## config.mk

```make
export PLATFORM = sky130hd
export DESIGN_NAME = dff_ram_4x72_fifo_ctrl
export DESIGN_NICKNAME = d
export VERILOG_FILES = /design/src/rtl/dff_ram_4x72_fifo_ctrl.sv
export SDC_FILE = /design/constraint.sdc
export NUM_CORES = 1
export LEC_CHECK = 0
export ABC_AREA = 0
export BUFFER_PORTS_ARGS = -buffer_cell sky130_fd_sc_hd__buf_2
export CAP_MARGIN = 10
export CORE_AREA = 2 2 115 117
export CTS_CLUSTER_SIZE = 40
export DETAILED_ROUTE_END_ITERATION = 12
export DIE_AREA = 0 0 117 119
export GPL_ROUTABILITY_DRIVEN = 0
export PLACE_DENSITY = 0.65
export SYNTH_ARGS = -nofsm -noshare
export SYNTH_HDL_FRONTEND = slang
export SYNTH_SLANG_ARGS = --single-unit
export TNS_END_PERCENT = 20
```

## constraint.sdc

```tcl
create_clock -name clk -period 2.05 [get_ports clk]
set_clock_uncertainty 0.1 [all_clocks]
set_input_delay 0.41 -clock clk [delete_from_list [all_inputs] [get_ports clk]]
set_output_delay 0.41 -clock clk [all_outputs]
set_load 0.02 [all_outputs]
```

## src/rtl/dff_ram_4x72_fifo_ctrl.sv

```systemverilog
// -----------------------------------------------------------------------------
// dff_ram_4x72_fifo_ctrl
//
// Valid/ready FIFO front-end for a 4x72 single-port DFF RAM. The controller
// drives the RAM address/en/wr/wdata pins directly and captures rdata one cycle
// after each read. The RAM holds up to DEPTH words, and one more word sits in
// the registered output slot, giving DEPTH+1 entries of total storage.
//
// Ports
//   clk          rising-edge clock, shared with the RAM
//   rst_n        asynchronous active-low reset
//   in_valid     producer has a word
//   in_ready     controller accepts a word this cycle
//   in_data      producer payload
//   out_valid    output register holds a word
//   out_ready    consumer takes the word this cycle
//   out_data     registered output payload
//   count        total occupancy (RAM words + output slot), 0..DEPTH+1
//   ram_address  RAM address
//   ram_en       RAM enable, active-low
//   ram_wr       RAM direction: 0 = write, 1 = read
//   ram_wdata    RAM write data
//   ram_rdata    RAM read data, valid the cycle after a read is issued
// -----------------------------------------------------------------------------
module dff_ram_4x72_fifo_ctrl #(
  parameter int DATA_W = 72,
  parameter int ADDR_W = 2,
  parameter int DEPTH  = 4
) (
  input  logic              clk,
  input  logic              rst_n,
  input  logic              in_valid,
  output logic              in_ready,
  input  logic [DATA_W-1:0] in_data,
  output logic              out_valid,
  input  logic              out_ready,
  output logic [DATA_W-1:0] out_data,
  output logic [2:0]        count,
  output logic [ADDR_W-1:0] ram_address,
  output logic              ram_en,
  output logic              ram_wr,
  output logic [DATA_W-1:0] ram_wdata,
  input  logic [DATA_W-1:0] ram_rdata
);

  typedef enum logic [1:0] {
    S_EMPTY = 2'd0,
    S_PEND  = 2'd1,
    S_VALID = 2'd2
  } state_t;

  localparam logic [ADDR_W:0] FULL_CNT = (ADDR_W + 1)'(DEPTH);

  state_t            state;
  logic [ADDR_W-1:0] wr_ptr;
  logic [ADDR_W-1:0] rd_ptr;
  logic [ADDR_W:0]   ram_cnt;
  logic              rd_issue;
  logic              wr_issue;

  // A read refills the empty output slot whenever the RAM has something.
  // Reads win over writes; the slot then spends at least two cycles in
  // PEND/VALID, so a waiting producer always gets a free cycle soon after.
  // Both issue terms are masked by rst_n so the RAM is never touched while
  // the controller is held in reset.
  assign rd_issue = rst_n && (state == S_EMPTY) && (ram_cnt != '0);
  assign in_ready = rst_n && (ram_cnt < FULL_CNT) && !rd_issue;
  assign wr_issue = in_valid && in_ready;

  // The word in flight (PEND) and the word on the output (VALID) both count
  // as occupancy, so count tracks pushes minus pops exactly.
  assign count = 3'(ram_cnt) + ((state != S_EMPTY) ? 3'd1 : 3'd0);

  // RAM pin mux. Idle cycles park the address on rd_ptr and leave en high so
  // the RAM keeps its last rdata and contents unchanged.
  always_comb begin
    ram_en      = 1'b1;
    ram_wr      = 1'b1;
    ram_address = rd_ptr;
    ram_wdata   = rst_n ? in_data : '0;
    if (rd_issue) begin
      ram_en      = 1'b0;
      ram_wr      = 1'b1;
      ram_address = rd_ptr;
    end else if (wr_issue) begin
      ram_en      = 1'b0;
      ram_wr      = 1'b0;
      ram_address = wr_ptr;
    end
  end

  // Pointer and RAM occupancy bookkeeping. Pointers wrap naturally because
  // DEPTH is a power of two. Reads and writes never coincide, so ram_cnt
  // moves by at most one per cycle.
  always_ff @(posedge clk or negedge rst_n) begin
    if (!rst_n) begin
      wr_ptr  <= '0;
      rd_ptr  <= '0;
      ram_cnt <= '0;
    end else begin
      if (wr_issue) begin
        wr_ptr  <= wr_ptr + ADDR_W'(1);
        ram_cnt <= ram_cnt + (ADDR_W + 1)'(1);
      end else if (rd_issue) begin
        rd_ptr  <= rd_ptr + ADDR_W'(1);
        ram_cnt <= ram_cnt - (ADDR_W + 1)'(1);
      end
    end
  end

  // Output-slot state machine. PEND lasts exactly one cycle: the RAM returns
  // the word on the cycle after the read and it is captured unconditionally.
  // out_valid is registered alongside the state and mirrors S_VALID.
  always_ff @(posedge clk or negedge rst_n) begin
    if (!rst_n) begin
      state     <= S_EMPTY;
      out_valid <= 1'b0;
      out_data  <= '0;
    end else begin
      case (state)
        S_EMPTY: begin
          if (rd_issue) begin
            state <= S_PEND;
          end
        end
        S_PEND: begin
          out_data  <= ram_rdata;
          out_valid <= 1'b1;
          state     <= S_VALID;
        end
        S_VALID: begin
          if (out_ready) begin
            out_valid <= 1'b0;
            state     <= S_EMPTY;
          end
        end
        default: begin
          out_valid <= 1'b0;
          state     <= S_EMPTY;
        end
      endcase
    end
  end

endmodule

```

Word-level counts from Yosys, hierarchy flattened
Cells that the tools add are included.
W data, S select, Z words.

word-level totals
  register bits after elaboration = 82
  input port bits = 148
  output and inout port bits = 153
  logic and storage cells = 45

cells by class
  add/subtract/negate cells = 5
  magnitude comparators = 1
  equal/unequal tests = 4
  muxes and demuxes = 14
  bitwise gates (word level) = 2
  reductions and logical operators = 13

operators by type and width
  cell                   number
  $mux W72               1
  $mux W2                4
  $mux W3                2
  $pmux W2 S3            1
  $reduce_and A2 Y1      3
  $logic_and A1 B1 Y1    5
  $mux W1                5
  $add A2 B1 Y2 const B  2
  $ne A2 B2 Y1 const B   2
  $reduce_bool A2 Y1     2
  $add A3 B1 Y3          1
  $add A3 B1 Y3 const B  1
  $lt A3 B3 Y1 const B   1
  $pmux W1 S3            1
  $reduce_bool A3 Y1     1
  $sub A3 B1 Y3 const B  1
  $eq A2 B1 Y1 const B   1
  $eq A2 B2 Y1 const B   1
  $logic_not A2 Y1       1
  $not A1 Y1             2
  $logic_not A1 Y1       1

Longest topological paths before layout
Gate-level depths: netlist (run 1).

  depth in word-level cells = 8
  depth in mapped cells = 8
  gate-level depth less buffers = 7

Worst setup path after synthesis (run 1)
OpenSTA, ideal clock, no wires.

  path type = register -> output
  start point = register state[0]
  end point = output port ram_address[0]
  arrival = 1.573 ns
  slack = -0.033 ns
  cell stages (with the launch flop) = 5
  buffers on the path = 1
  cell sequence = dfrtp_1 or2_1 buf_2 o2111a_2 o21ai_0

between the ends
  cells in the longest elaborated chain, start to end = 8

ends and longest elaborated chain
  element                             RTL line  source
  start, declared                     54        state_t state;
  start signal, assigned              116       state <= S_EMPTY;
  start signal, assigned              123       state <= S_PEND;
  start signal, assigned              129       state <= S_VALID;
  $logic_not A2 Y1 *                  66        assign rd_issue = rst_n && (state == S_EMPTY) && (ram_cnt != '0);
  $logic_and A1 B1 Y1 * (2 in a row)  66
  $logic_not A1 Y1                    67        assign in_ready = rst_n && (ram_cnt < FULL_CNT) && !rd_issue;
  $logic_and A1 B1 Y1                 67
  $logic_and A1 B1 Y1                 68        assign wr_issue = in_valid && in_ready;
  $mux W2                             85        end else if (wr_issue) begin
  $mux W2 *                           81        if (rd_issue) begin
  end, declared                       39        output logic [ADDR_W-1:0] ram_address,

Mark *: on every way between the ends. The rest lies on a longest branch, timed or not.

Final worst setup path (run 1)
  start point = register state[1]
  end point = output port ram_address[1]

Same word-level chain as after synthesis.

==> impl_summary.md, run 1 <==
Synthesis
The sequential cell area fraction in the yosys report is 56.0%. The average footprint of a synthesized cell is 13.1 µm². After synthesis the netlist holds a flip-flop and latch count of 82. The net count after synthesis is 430. The Yosys step of the flow raised 0 warnings. The netlist area before placement is 3670 µm². Synthesis instantiated 25 different standard cells from the library. Synthesis handed over a netlist of 279 instances.

Global route
The global-route total usage across every layer is 17.2%. The layer with the highest usage is met2. The first global-routing pass estimated 17.7 mm of wire. The number of global-route vias before repair is 3326. The aggregate global routing overflow is 0. The initial antenna violation count was 4.

The met2 track utilization from global routing is 30.7%. Global routing consumed, on the met1 layer, 17.8% of the routing resources. Entering global routing, the biggest net connects 74 pins.

The global-route track usage on met3 is 6.92%.

CTS
The clock input transition at the sequential cells of the worst setup and hold paths is 0.07 ns. The clock tree root driver cell is sky130_fd_sc_hd__clkbuf_16. The H-tree was split into 3 levels. Counting every sink on the clock net gives 82. The TritonCTS buffer count is 9. TritonCTS built the clock tree. The clock passes through at most 2 buffers. The later pin in the worst-skew pair is clocked with a latency of 0.34 ns.

Power
The sequential share of power is 32.9%. In this run the static leakage power is 3.06 nW. The share of total power in combinational logic is 48.3%. The share of total power consumed by net switching is 38.9%.

Across the VDD grid, the largest voltage drop is 0.922 mV. Cell internal power was estimated by the tool at 5.39 mW. The clock network is responsible for 18.8% of the overall power. The power density normalized to cell area is 1500 nW/µm². The analysis attributes to net switching a power of 3.42 mW.

Worst setup path
The category of the most critical setup path is flip-flop to primary output. STA classifies the critical path startpoint as a flip-flop. Of all nets on the critical path, the largest fanout is 5.

STA classifies the critical path endpoint as a primary output. The required time at the endpoint of the critical path is 1.54 ns. The maximum single-stage delay on the critical path is 0.39 ns. For the worst setup path, the data arrival time is 1.74 ns. The critical path goes through or2_4 > o2111a_2 > mux2_4 > buf_6. The slowest cell on the critical path is sky130_fd_sc_hd__dfrtp_1.

Timing
Adding up every negative setup slack in the final design gives -0.815 ns. The least setup slack across all paths after layout is -0.195 ns. The max-slew violation count was 0. The routed design could run at a clock period as short as 2.25 ns.

In the finished design, the share of the clock period the worst path needs comes to 110%. Setup repair after global routing could not meet its margin everywhere. For the pin with the worst max-slew slack, the measured transition is 0.556 ns. The peak clock frequency supported by timing is 445 MHz. Setup violations remaining at the end of the flow were counted as 7. The worst-case headroom to the max-slew limit is 62.8%. The final-report hold violation count is 0.

Finish
The post-route netlist has 70.4% of its cells at a drive strength greater than 1. The area overhead of the layout relative to synthesis is 59.9%. The count of non-filler cells in the finished layout is 774.

The number of fill cells is 1250. For this run, the share of the core covered by cells in the final layout is 45.5%. The final layout contains 741 nets.

Drt
The average vias per placed instance is 4.25. In the routed design, unresolved DRC markers number 0. For this block, the routed nets add up to 12.3 mm of wire. Before antenna repair, the detailed router went through 4 iterations. The average detailed-routed wire length per instance is 15.9 µm.

The final antenna-violating net count is 0. The initial detailed-routing violation count is 79. For this block, the via count after detailed routing is 3292.

Placed design
The HPWL after detailed placement is 10.0 mm. The worst setup slack before clock tree synthesis is 0.0561 ns. In this run the tool buffered the top-level ports with 300 buffer cells. The cell total after placement is 748.

Min path
In this run the worst hold path is classified as primary input to asynchronous set/reset pin.

Die
The vertical die dimension is 119 µm. The initial utilization of the core area, before any placement, comes to 28.5%. The die covers 13900 µm². The die outline width is 117 µm.

Pin placement for this block handled 301 I/O pins. The core region is 12900 µm². The number of standard-cell rows in the floorplan is 42.

Outcome
The flow ran to the end, but the final reports show violations. The final reports fail on setup timing.

Job
The number of violations of the max-capacitance limit is 0.
==> flip-flops by register name (all words and copies together), names as in the netlist <==
register	flops
wr_ptr	2
rd_ptr	2
state	2
ram_cnt	3
out_valid	1
out_data	72
==> repair_timing <==
action,CTS,global route
endpoints found under the hold margin,7,0
hold buffers,2,0
pin swaps,4,0
buffers inserted,4,1
setup endpoints to repair,7,9
gates resized for setup,16,6
cloned,0,0
==> cell usage in the layout, fill, tap and decap left out, drive strengths merged, types with 3 or more instances in the layout <==
| cell type | instances |
|---|---|
| nand2 | 3 |
| mux2 | 74 |
| clkbuf | 10 |
| dfrtp | 82 |
| buf | 315 |
| and2 | 72 |
| inv | 8 |
| diode | 3 |
| xnor2 | 4 |
| nor2 | 5 |
==> per-layer routing <==
metal | routed length, µm | up-vias
li1 | - | 1547
met1 | 4460 | 1546
met2 | 6470 | 179
met3 | 1120 | 18
met4 | 235 | 2
met5 | 13 | -
==> final timing paths <==
path,start,endpoint,cells after the start,slack (ns)
setup / recovery,state[1],ram_address[1],4,-0.20
hold reg to reg,wr_ptr[0],wr_ptr[0],1,0.38
hold / removal,rst_n,out_data[18],2,0.06
setup reg to reg,state[1],ram_cnt[1],6,-0.03
min in group clk,ram_rdata[22],out_data[22],2,0.20
max in group asynchronous,rst_n,out_data[49],3,0.70
==> metrics by stage <==
step	hold WS [ns]	total power, mW	instance area, µm²
final	0.0623	8.81	5860
after CTS	0.0633	8.91	5830
after detailed placement	0.354	7.08	5420
after floorplan	0.0144	5.55	3670
after global placement	0.354	6.96	5420
after global routing	0.0866	9.36	5850
==> kinds of logic after synthesis <==
kind of cell | Yosys count | share of synthesized area [%]
AND/OR/NAND/NOR | 84 | 14.0
adder cells (fa/ha/maj) | 3 | 1.23
multiplexers | 75 | 23.1
buffers and inverters | 22 | 2.53
flip-flops | 82 | 56.0
AO/OA/AOI/OAI | 7 | 1.77
XOR/XNOR | 6 | 1.43
==> synth_stat cells <==
cell | n | area share [%]
sky130_fd_sc_hd__dfrtp_1 | 82 | 56
sky130_fd_sc_hd__mux2_2 | 73 | 22
sky130_fd_sc_hd__and2_1 | 72 | 12
sky130_fd_sc_hd__clkbuf_1 | 9 | 0.92
sky130_fd_sc_hd__buf_2 | 8 | 1.1
sky130_fd_sc_hd__inv_1 | 5 | 0.51
sky130_fd_sc_hd__nor2_1 | 4 | 0.41
sky130_fd_sc_hd__xnor2_1 | 4 | 0.96
sky130_fd_sc_hd__nand2_1 | 3 | 0.31
sky130_fd_sc_hd__ha_1 | 2 | 0.68
sky130_fd_sc_hd__o21ai_0 | 2 | 0.27
sky130_fd_sc_hd__xor2_1 | 2 | 0.48
sky130_fd_sc_hd__a211oi_4 | 1 | 0.55
sky130_fd_sc_hd__a21o_1 | 1 | 0.20
sky130_fd_sc_hd__and3_1 | 1 | 0.17
sky130_fd_sc_hd__fa_1 | 1 | 0.55
sky130_fd_sc_hd__mux2_4 | 1 | 0.41
sky130_fd_sc_hd__mux2i_1 | 1 | 0.27
sky130_fd_sc_hd__nor2_4 | 1 | 0.31
sky130_fd_sc_hd__nor2b_1 | 1 | 0.17
sky130_fd_sc_hd__nor3_1 | 1 | 0.14
sky130_fd_sc_hd__o2111a_2 | 1 | 0.34
sky130_fd_sc_hd__o21a_1 | 1 | 0.20
sky130_fd_sc_hd__o31ai_1 | 1 | 0.20
sky130_fd_sc_hd__or2_1 | 1 | 0.17
==> power by group through the flow <==
| stage | Sequential, mW | Clock, mW | Combinational, mW |
|---|---|---|---|
| 2_1_floorplan | 3.82 | 0 | 1.73 |
| 3_3_place_gp | 2.86 | 0 | 4.10 |
| 3_5_place_dp | 2.92 | 0 | 4.16 |
| 4_1_cts | 2.90 | 1.73 | 4.29 |
| 5_1_grt | 3.00 | 1.80 | 4.56 |
| 6_report | 2.90 | 1.66 | 4.26 |
==> worst max-delay path, delay by kind of cell, from the launching register on <==
| kind | cells | cell delay (ns) |
|---|---|---|
| AOI/OAI and AO/OA | 1 | 0.30 |
| muxes | 1 | 0.31 |
| and+or+nand+nor | 1 | 0.27 |
| buffers and inverters | 1 | 0.13 |
| DFF | 1 | 0.39 |
==> area by class of cell <==
class	count	area (µm²)	share of cell area, %
flip-flops and latches	82	2050	35.0
repair buffers	317	1690	28.9
multi-input cells	175	1560	26.6
clock buffers	10	239	4.08
well taps	176	220	3.76
clock inverters	6	71.3	1.22
inverters	5	18.8	0.320
diodes	3	7.51	0.128
(Power assumes the default switching activity.)
==> run 2, diff against run 1 <==
- GPL_ROUTABILITY_DRIVEN: 0 -> not set
- PLACE_DENSITY: 0.65 -> not set
- clock period: 2.05 -> 2.31 ns (I/O delays scaled with it)
==> run 2 against run 1 <==
Compared with the run above: die area unchanged; count of clock-buffer cells in the layout is 1 lower; critical path type unchanged; sequential share of layout area up 0.31 points; via count fell by 1.1%; combinational power down 14%; global-route usage shrank 1.2 points; highest routed layer unchanged; register-to-register slack better by 0.23 ns; non-clock buffer count down 7; the flow still finishes with violations (setup timing).
==> impl_summary.md, run 2 (same netlist as run 1, synthesis figures left out) <==
Outcome
The flow ran to the end, but the final reports show violations. The checks that failed: setup timing.

Worst setup path
The worst setup path is captured at a primary output. The data arrival time of the worst path is 1.75 ns. In this run the worst path has a maximum fanout of 5. The category of the most critical setup path is flip-flop to primary output. The critical path launch point type is a flip-flop.

STA puts the critical path data required time at 1.75 ns.

Placed design
The worst setup slack before clock tree synthesis is 0.174 ns. In this run the cell area measured after placement is 5380 µm². The congestion estimate from routability-driven global placement came to 0.828. The detailed-placement wirelength estimate is 9.45 mm.

The count of buffers added on input and output ports is 300.

Finish
Leaving out fill and tap cells, the most frequent cells in the layout are sky130_fd_sc_hd__buf_2 (296), sky130_fd_sc_hd__dfrtp_1 (82), sky130_fd_sc_hd__mux2_2 (73), sky130_fd_sc_hd__and2_1 (72). The final design area excluding fillers is 5810 µm². The number of fill cells is 1217. The register with the most flip-flops is out_data.

0 antenna diodes ended up in the layout. The final net count is 734. Leaving out fill and tap cells, the most frequent cell in the layout is sky130_fd_sc_hd__buf_2. The fraction of layout cells with a size suffix above 1 is 69.2%. The area overhead of the layout relative to synthesis is 58.4%.

The register with the most flip-flops in the layout has 72 of them. In the final layout, the registers with the most flip-flops are out_data: 72 flops, ram_cnt: 3 flops.

Drt
After detailed routing, the average wire length per cell comes to 15.2 µm. The final antenna-violating net count is 0. The detailed router finished its first iteration with 127 violations. The final routed wirelength across all metal layers is 11.6 mm.

The detailed-router iteration count before antenna repair is 4. The routed layout has 3256 vias. After detailed routing, the number of vias per cell comes to 4.26. For this run, design rule violations remaining after detail routing come to 0.

Job
The number of violations of the max-capacitance limit is 0.

Min path
The type of the tightest min-delay check is primary input to asynchronous set/reset pin.

Global route
The global-route wire length before repair is 16.7 mm. The number of global-route vias before repair came to 3141. In the global route stage, overall resource usage came out at 16.0%. Entering global routing, the biggest net connects 93 pins. The initial antenna violation count came to 1.

The aggregate global routing overflow is 0.

Power
The leakage power total is 3.04 nW. The worst-case IR drop observed on VDD is 0.433 mV. The power density normalized to cell area is 1360 nW/µm².

CTS
The number of sinks driven by the clock tree is 82. The clock latency reported for the late side of the worst-skew pair is 0.33 ns. The total number of H-tree levels is 3.

The clock tree root driver cell is sky130_fd_sc_hd__clkbuf_16. The count of hold buffers inserted by post-cts repair is 0. The TritonCTS buffer count is 9. The clock tree from TritonCTS is yes. Clock-pin slew was measured on the worst setup and hold paths at 0.07 ns. The clock tree buffer depth is 2.

Die
The number of standard-cell rows in the floorplan is 42. The initial utilization of the core area, before any placement, comes to 28.5%. The die is 117 µm wide.

After floorplanning, the core was sized to cover 12900 µm². The number of top-level design ports is 301. The full die area is 13900 µm². In this run the vertical extent of the chip is 119 µm.

Timing
The final-report hold violation count is 0. The final clock period utilization by the worst path is 100%. The max-slew violation count is 0.

For the finished layout, the period the worst path requires is 2.31 ns. Setup repair after global routing could not meet its margin everywhere. The final-report setup violation count is 1.

Setup slack on the critical path of the routed design comes to -0.00247 ns. The actual slew at the worst max-slew pin is 0.791 ns. The peak clock frequency supported by timing is 432 MHz. The worst-case headroom to the max-slew limit is 47.3%.
-- run 2: worst paths after layout --
check / startpoint / end / slack, ns / cells after the start
max: state[1] / ram_address[1] / -0.002 / 4
min: rst_n / rd_ptr[0] / 0.03 / 2
max reg2reg: ram_cnt[0] / ram_cnt[2] / 0.20 / 8
min reg2reg: rd_ptr[1] / rd_ptr[1] / 0.39 / 1
max in group asynchronous: rst_n / out_data[4] / 1.33 / 2
min in group clk: ram_rdata[6] / out_data[6] / 0.25 / 2
-- run 2: cell type report --
| cell class | instances | area (µm²) | share of cell area (%) |
|---|---|---|---|
| well taps | 176 | 220 | 3.79 |
| clock inverters | 7 | 124 | 2.13 |
| flip-flops and latches | 82 | 2050 | 35.3 |
| repair buffers | 310 | 1620 | 28.0 |
| clock buffers | 9 | 225 | 3.88 |
| inverters | 5 | 18.8 | 0.323 |
| multi-input cells | 175 | 1540 | 26.6 |
-- run 2: worst max-delay path, stage by stage (launching register included) --
cell and delay (ns):
sky130_fd_sc_hd__dfrtp_1 0.39, sky130_fd_sc_hd__or2_4 0.28, sky130_fd_sc_hd__o2111a_2 0.30, sky130_fd_sc_hd__mux2_2 0.28, sky130_fd_sc_hd__buf_2 0.16
-- run 2: per-layer routing --
metal	GRT usage (%)	wire length (µm)
met4	5.07	208
met3	5.80	1190
met2	29.8	6240
met1	16.1	3940
met5	0	11
-- run 2: power breakdown --
group	internal (mW)	leakage, nW	switching, mW	total (mW)
logic	1.64	1.91	2.02	3.66
clock network	1.07	0.167	0.608	1.67
registers	2.18	0.965	0.366	2.55
-- run 2: timing repair --
action,CTS,global route
setup endpoints to repair,5,4
pin swaps,1,4
gates resized for setup,3,8
buffers inserted,5,1
-- run 2: metrics by stage --
step	TNS [ns]	instances	hold WS, ns	util (%)	power [mW]
floorplan	0	279	0.0664	-	4.92
global placement	0	742	0.361	41.8	6.08
detailed placement	0	742	0.366	41.8	6.18
CTS	-0.0221	763	0.0258	44.8	7.95
global route	-0.132	764	0.0440	45.1	8.35
finish	-0.00247	764	0.0259	45.1	7.88
